[config.mk]
export PLATFORM = sky130hd
export DESIGN_NAME = nack_crc8_framer
export DESIGN_NICKNAME = d
export VERILOG_FILES = /design/src/rtl/nack_crc8_framer.sv
export SDC_FILE = /design/constraint.sdc
export NUM_CORES = 1
export LEC_CHECK = 0
export ABC_AREA = 0
export CAP_MARGIN = 20
export CORE_MARGIN = 3
export CORE_UTILIZATION = 55
export DETAILED_ROUTE_END_ITERATION = 8
export DONT_BUFFER_PORTS = 1
export PLACE_DENSITY = 0.7
export RECOVER_POWER = 25
export REMOVE_ABC_BUFFERS = 1
export SYNTH_ARGS = -nofsm -noshare
export SYNTH_HDL_FRONTEND = slang
export SYNTH_SLANG_ARGS = --single-unit
[constraint.sdc]
create_clock -name clk -period 3.45 [get_ports clk]
set_input_delay 0.69 -clock clk [delete_from_list [all_inputs] [get_ports clk]]
set_output_delay 0.69 -clock clk [all_outputs]
set_load 0.02 [all_outputs]
[src/rtl/nack_crc8_framer.sv]
// Streaming CRC-8 (poly 0x1D) framer: forwards 16-bit words with one register stage, appends a CRC tail beat.
// Output register stalls under m_ready backpressure, s_ready drops while stalled or while the tail is pending. Optional macro: NACK_CRC8_ERRINJ_EN.
module nack_crc8_framer #(
  parameter logic [7:0] CRC_INIT = 8'h00,
  parameter int         LEN_W    = 16
) (
`ifdef NACK_CRC8_ERRINJ_EN
  input  logic             errinj,
`endif
  input  logic             clk,
  input  logic             rst_n,
  input  logic             s_valid,
  output logic             s_ready,
  input  logic [15:0]      s_data,
  input  logic             s_sop,
  input  logic             s_eop,
  output logic             m_valid,
  input  logic             m_ready,
  output logic [15:0]      m_data,
  output logic             m_sop,
  output logic             m_eop,
  output logic [1:0]       m_keep,
  output logic [7:0]       crc_out,
  output logic [LEN_W-1:0] frame_len,
  output logic             crc_done,
  output logic             proto_err
);

  typedef enum logic [1:0] {IDLE, DATA, TAIL} state_t;

  // 16-bit parallel CRC-8 next-state function, s_data[15] shifted in first.
  function automatic logic [7:0] ipbase_crc8_w16(input logic [15:0] din, input logic [7:0] cyc);
    logic [7:0] c;
    c = cyc;
    for (int i = 15; i >= 0; i--) begin
      c = {c[6:0], 1'b0} ^ (((c[7] ^ din[i]) == 1'b1) ? 8'h1D : 8'h00);
    end
    return c;
  endfunction

  state_t           state_q;
  logic [7:0]       crc_q;
  logic [LEN_W-1:0] len_q;
  logic             m_valid_q, m_sop_q, m_eop_q;
  logic [15:0]      m_data_q;
  logic [1:0]       m_keep_q;
  logic [7:0]       crc_out_q;
  logic [LEN_W-1:0] frame_len_q;
  logic             crc_done_q, proto_err_q;

  logic             out_free, acc;
  logic [7:0]       crc_d, tail_crc;
  logic [LEN_W-1:0] len_d;

  always_comb begin
    out_free = !m_valid_q || m_ready;
    s_ready  = out_free && (state_q != TAIL);
    acc      = s_valid && s_ready;
    crc_d    = ipbase_crc8_w16(s_data, s_sop ? CRC_INIT : crc_q);
    len_d    = (len_q == {LEN_W{1'b1}}) ? len_q : len_q + {{(LEN_W-1){1'b0}}, 1'b1};
  end

`ifdef NACK_CRC8_ERRINJ_EN
  logic inj_q;
  always_ff @(posedge clk or negedge rst_n) begin
    if (!rst_n)
      inj_q <= 1'b0;
    else if (acc && s_sop)
      inj_q <= errinj;
  end
  // Injection only corrupts what leaves the block; the running CRC stays true.
  assign tail_crc = crc_q ^ {7'd0, inj_q};
`else
  assign tail_crc = crc_q;
`endif

  always_ff @(posedge clk or negedge rst_n) begin
    if (!rst_n) begin
      state_q     <= IDLE;
      crc_q       <= CRC_INIT;
      len_q       <= '0;
      m_valid_q   <= 1'b0;
      m_data_q    <= 16'h0000;
      m_sop_q     <= 1'b0;
      m_eop_q     <= 1'b0;
      m_keep_q    <= 2'b00;
      crc_out_q   <= CRC_INIT;
      frame_len_q <= '0;
      crc_done_q  <= 1'b0;
      proto_err_q <= 1'b0;
    end else begin
      crc_done_q  <= 1'b0;
      proto_err_q <= 1'b0;
      if (out_free)
        m_valid_q <= 1'b0;
      case (state_q)
        IDLE: begin
          if (acc) begin
            if (s_sop) begin
              m_valid_q <= 1'b1;
              m_data_q  <= s_data;
              m_sop_q   <= 1'b1;
              m_eop_q   <= 1'b0;
              m_keep_q  <= 2'b11;
              crc_q     <= crc_d;
              len_q     <= {{(LEN_W-1){1'b0}}, 1'b1};
              state_q   <= s_eop ? TAIL : DATA;
            end else begin
              proto_err_q <= 1'b1;
            end
          end
        end
        DATA: begin
          if (acc) begin
            m_valid_q   <= 1'b1;
            m_data_q    <= s_data;
            m_sop_q     <= s_sop;
            m_eop_q     <= 1'b0;
            m_keep_q    <= 2'b11;
            crc_q       <= crc_d;
            // A stray SOP abandons the open frame and starts a fresh one.
            len_q       <= s_sop ? {{(LEN_W-1){1'b0}}, 1'b1} : len_d;
            proto_err_q <= s_sop;
            if (s_eop)
              state_q <= TAIL;
          end
        end
        TAIL: begin
          if (out_free) begin
            m_valid_q   <= 1'b1;
            m_data_q    <= {tail_crc, 8'h00};
            m_sop_q     <= 1'b0;
            m_eop_q     <= 1'b1;
            m_keep_q    <= 2'b10;
            crc_out_q   <= tail_crc;
            frame_len_q <= len_q;
            crc_done_q  <= 1'b1;
            state_q     <= IDLE;
          end
        end
        default: state_q <= IDLE;
      endcase
    end
  end

  assign m_valid   = m_valid_q;
  assign m_data    = m_data_q;
  assign m_sop     = m_sop_q;
  assign m_eop     = m_eop_q;
  assign m_keep    = m_keep_q;
  assign crc_out   = crc_out_q;
  assign frame_len = frame_len_q;
  assign crc_done  = crc_done_q;
  assign proto_err = proto_err_q;

endmodule

# After elaboration in Yosys (flattened, before gate mapping)
# Index checks and enable logic that the tools add are counted.
# Widths: inputs -> output; s select.
# classes
bitwise_logic,32
muxes,66
reduce_logical,12
n_eq_ne,10
add_sub_neg,1
# op_table
operator,count
$mux 16,9
$xor 8x5->8,16
$mux 5,16
$pmux 16 s3,1
$mux 8,4
$pmux 16 s2,1
$mux 2,10
$mux 1,18
$add 16x1->16 const B,1
$eq 16x16->1 const B,1
$pmux 8 s2,1
$xor 1x1->1,16
$reduce_and 5->1,3
$ne 2x2->1 const B,6
$pmux 2 s3,2
$pmux 1 s3,3
$reduce_and 4->1,1
$ne 3x3->1 const B,1
$reduce_bool 3->1,1
$eq 2x1->1 const B,1
$eq 2x2->1 const B,1
$logic_and 1x1->1,2
$logic_not 2->1,1
$pmux 1 s2,1
4 further kinds,4
# totals
wordCells,133
output_inout_bits,48
input_bits,22
reg_bits,73

# Logic depth before layout (Yosys ltp)
# logic_depth
word_depth,52
mapped_depth,12
depth_no_buf,9

# Worst setup path before layout
# OpenSTA, ideal clock, no wires.
# synth_path
kind,input port to flip-flop
startpoint,input s_sop
endpoint,register crc_q[3]
path_buffers,1
stages,8
required_ns,3.325
setup_time_ns,0.125
arrival_time_ns,2.613
slack_ns,0.712
path_cell_list,buf_2 -> nor2b_1 -> xnor2_1 -> xnor2_2 -> xnor3_1 -> xnor3_2 -> xnor3_1 -> mux2_4
# synth_via
elab_chain_len,28
word_cells_on_any_way,53
classes_between,eq/ne (1); mux (20); bitwise (31); reduce/logical (1)
# synth_lines
element,line_no,text
start: declaration,15,"input logic s_sop,"
$mux 8,59,"crc_d = ipbase_crc8_w16(s_data, s_sop ? CRC_INIT : crc_q);"
$xor 1x1->1 / $xor 8x5->8 (equally long branches),36,"c = {c[6:0], 1'b0} ^ (((c[7] ^ din[i]) == 1'b1) ? 8'h1D : 8'h00);"
"$mux 5, or another cell as far along",36,
"$xor 8x5->8, or another cell as far along (2 in series)",36,
$xor 8x5->8 / $mux 5 (equally long branches),36,
$xor 8x5->8,36,
$xor 1x1->1 / $xor 8x5->8 (equally long branches),36,
"$mux 5, or another cell as far along",36,
[11 not listed],--,
$mux 5 / $xor 8x5->8 (equally long branches),36,
$xor 8x5->8 / $xor 1x1->1 (equally long branches),36,
"$xor 8x5->8, or another cell as far along",36,
$xor 8x5->8 / $mux 5 (equally long branches),36,
$xor 8x5->8,36,
$mux 8,99,if (s_sop) begin
$mux 8,98,if (acc) begin
$pmux 8 s2,96,case (state_q)
end signal: assignment,105,crc_q <= crc_d;
end signal: assignment,120,crc_q <= crc_d;
end: declaration,42,logic [7:0] crc_q;
# Parallel ways exist; a longest one is shown, timed or not. The select of a mux whose other input is x is not followed.
# A chain may end at the register's enable or synchronous reset.

# Worst setup path in the final report
# layout_path
startpoint,register state_q[0]
endpoint,register m_data_q[14] (netlist: m_data[14])
# layout_via
elab_chain_len,5
word_cells_on_any_way,13
classes_between,eq/ne (7); mux (1); reduce/logical (5)
# layout_lines
element,line_no,text
start: declaration,41,state_t state_q;
start signal: assignment,107,state_q <= s_eop ? TAIL : DATA;
$ne 2x2->1,57,s_ready = out_free && (state_q != TAIL);
$logic_and 1x1->1,57,
$logic_and 1x1->1,58,acc = s_valid && s_ready;
$ne 2x2->1 (no source line),--,
$reduce_and 5->1 (no source line),--,
end signal: assignment,101,m_data_q <= s_data;
end signal: assignment,116,m_data_q <= s_data;
end signal: assignment,131,"m_data_q <= {tail_crc, 8'h00};"
end: declaration,45,logic [15:0] m_data_q;
# Parallel ways exist; a longest one is shown, timed or not.

==> flow_metrics.env <==
export IMPL_post_route_period_util=0.795
export IMPL_holdBufCountCts=0
export IMPL_synth_top_area_share=0.477
export IMPL_dp_hpwl_um=5220
export IMPL_p_clk_frac=0.185
export IMPL_cts_path_max_buffers=2
export IMPL_dr_pass1_iters=4
export IMPL_period_needed_ps=2740
export IMPL_cp_end_kind="register"
export IMPL_yosysMostFrequentCell="nand2_1"
export IMPL_yosysSeqAreaShare=0.477
export IMPL_finalWorstSetupSlack_ps=707
export IMPL_worstPathMaxFanout=31
export IMPL_synth_area_leaders="dfrtp_1 (48%), nand2_1 (12%), xnor2_1 (8.9%)"
export IMPL_grt_pass1_wl_um=12800
export IMPL_nNetsFinal=434
export IMPL_reg2reg_to="m_data[14]$_DFFE_PN0P_"
export IMPL_grt_overflow_total=0
export IMPL_arrival_ps=2920
export IMPL_hold_class="input port to async pin"
export IMPL_place_inst=473
export IMPL_grt_setup_unrepaired="false"
export IMPL_worstMarginPinSlew_ps=961
export IMPL_comb_power_share=0.464
export IMPL_yosys_area_top_type="dfrtp_1"
export IMPL_cts_tree="built"
export IMPL_syn_avg_cell_area_um2=9.35
export IMPL_drive_above_1_share=0.0728
export IMPL_finClkSkew_ps=9.62
export IMPL_postSynthCellCount=410
export IMPL_ys_types=34
export IMPL_cp_required_ps=3630
export IMPL_synthArstFlopShare=1.00
export IMPL_cp_cell_sequence="inv_1, ha_1, inv_1, and3_1, nor3_1, o21ai_1, nand2b_1, nand2_1, o21ai_0"
export IMPL_cts_root_buffer="clkbuf_8"
export IMPL_fmax_ghz=0.365
export IMPL_p_per_area_nw_per_um2=1050
export IMPL_maxSlewViolCount=0
export IMPL_utilization=0.632
export IMPL_n_antenna_cell=0
export IMPL_io_buffer_count=0
export IMPL_crit_path_frequent_cell="inv_1"
export IMPL_start_util=0.587
export IMPL_synth_commonest_cells="nand2_1 (118), dfrtp_1 (73), xnor2_1 (39)"
export IMPL_h_tree_depth=3
export IMPL_ir_drop_mv=0.804
export IMPL_rr_worst_depth=9
export IMPL_worstSetupEndpoint="m_data[14]$_DFFE_PN0P_"
export IMPL_synth_ff_type="dfrtp_1"
export IMPL_grt_use_total=0.207
export IMPL_antenna_found_initial=0
export IMPL_cp_startpoint="state_q[0]$_DFFE_PN0P_"
export IMPL_gp_congestion=0.844
export IMPL_preCtsSetupSlack_ps=642
export IMPL_crit_slowest_cell="nand2b_1"
export IMPL_slowest_delay_ps=580
export IMPL_p_int_mw=2.62
export IMPL_status="completed"
export IMPL_die_y_um=89.5
export IMPL_maxCapViolations=0
export IMPL_r2r_slack_ps=710
export IMPL_wl_per_cell_um=15.3
export IMPL_worstSetupPathType="register to register"
export IMPL_rows=29
export IMPL_synth_edf_count=0
export IMPL_drt_iter0_drc=171
export IMPL_ios=70
export IMPL_cts_setup_buffers=0
export IMPL_area_growth_pct=7.77
export IMPL_syn_area_um2=3830
export IMPL_clock_sinks=73
export IMPL_vias_per_cell=5.38
export IMPL_start_kind="register"
export IMPL_clk_pin_slew_ps=80
export IMPL_tns_ps=0
export IMPL_p_sw_frac=0.398
export IMPL_die_w_um=89.5
export IMPL_ant_nets=0
export IMPL_p_leak_nw=1.96
export IMPL_regToRegStartpoint="state_q[0]$_DFFE_PN0P_"
export IMPL_grt_max_degree=74
export IMPL_insertion_delay_ps=340
export IMPL_core_area_um2=6530
export IMPL_total_power_mw=4.36
export IMPL_relSlewSlack=0.359
export IMPL_hold_slack_ps=29.8
export IMPL_setup_viol=0
export IMPL_ys_ff_latch=73
export IMPL_dieArea_um2=8010
export IMPL_numCtsBuffers=9
export IMPL_grt_pass1_vias=2723
export IMPL_routed_via_count=2633
export IMPL_sequentialPowerShare=0.351
export IMPL_stdcell_area_um2=4130
export IMPL_power_switching_mw=1.73
export IMPL_layoutNonFillerInstCount=489
export IMPL_place_area_um2=3890
export IMPL_cts_resized=0
export IMPL_drc=0
export IMPL_hold_viol=0
export IMPL_yosys_warnings=0
export IMPL_finalWirelength_um=7460
==> worst max-delay path, delay by kind of cell (launching register included) <==
kind	cells	cell delay, ps
flops	1	400
fa+ha+maj	1	210
compound gates	2	390
buf+inv	2	350
simple gates	4	1220
==> power groups by stage <==
stage | sequential, mW | clock [mW] | combinational [mW]
after global placement | 1.54 | 0 | 2.00
after detailed placement | 1.55 | 0 | 2.04
final | 1.53 | 0.804 | 2.02
after CTS | 1.54 | 0.820 | 2.05
after global routing | 1.57 | 0.865 | 2.27
after floorplan | 1.48 | 0 | 1.73
==> metal layers <==
metal | part of all wire | track usage | up-vias | routed length [um]
met5 | 0 | 0 | - | 0
met4 | 0.017 | 0.0853 | 0 | 128
met3 | 0.060 | 0.0498 | 13 | 450
met2 | 0.46 | 0.321 | 58 | 3400
met1 | 0.47 | 0.279 | 1247 | 3490
li1 | - | - | 1315 | -
==> final cells by class <==
type	instances	area [um2]
inverters	6	22.5
flip-flops and latches	73	1830
repair buffers	4	30.0
fillers	551	2400
clock buffers	9	124
multi-input cells	313	1910
clock inverters	7	118
well taps	77	96.3
==> cell families (layout without fill, tap and decap cells) <==
group                    count (synthesis)  count (layout)  synth area share
AO/OA/AOI/OAI                           38              38            0.0526
XOR/XNOR                                69              69             0.182
adder cells (fa/ha/maj)                  5               5            0.0163
buffers and inverters                   24              26            0.0242
flip-flops                              73              73             0.477
multiplexers                            14              14            0.0389
AND/OR/NAND/NOR                        187             187             0.209
==> registers in the layout, summed over array words and instances, names as in the netlist <==
name and count:
m_sop 1, state_q 2, m_eop 1, frame_len 16
m_keep 2, m_valid 1, crc_q 8, crc_out 8
len_q 16, m_data 16, crc_done 1, proto_err 1
==> cell usage in the layout (no fill, tap or decap), types with 4 or more instances in the layout <==
cell type and count:
xnor2_1 39, dfrtp_1 73, xor2_1 21, xnor2_2 5
nand4_1 5, o21ai_0 21, nor3_1 6, mux2i_1 10
nand2b_1 4, a21oi_1 11, nor2b_1 8, nand3_1 13
nor2_1 21, ha_1 5, nand2_1 118, inv_1 6
clkbuf_8 9, buf_4 4
==> worst min path at each step <==
stage / start / cells after the start / end
finish: rst_n / 0 / frame_len[7]$_DFFE_PN0P_
global route: rst_n / 0 / frame_len[7]$_DFFE_PN0P_
CTS: rst_n / 0 / frame_len[7]$_DFFE_PN0P_
detailed placement: rst_n / 0 / m_keep[0]$_DFFE_PN0P_
global placement: rst_n / 0 / m_keep[1]$_DFFE_PN0P_
floorplan: rst_n / 0 / crc_done$_DFF_PN0_
No activity file was read; power rests on OpenSTA's default activity.
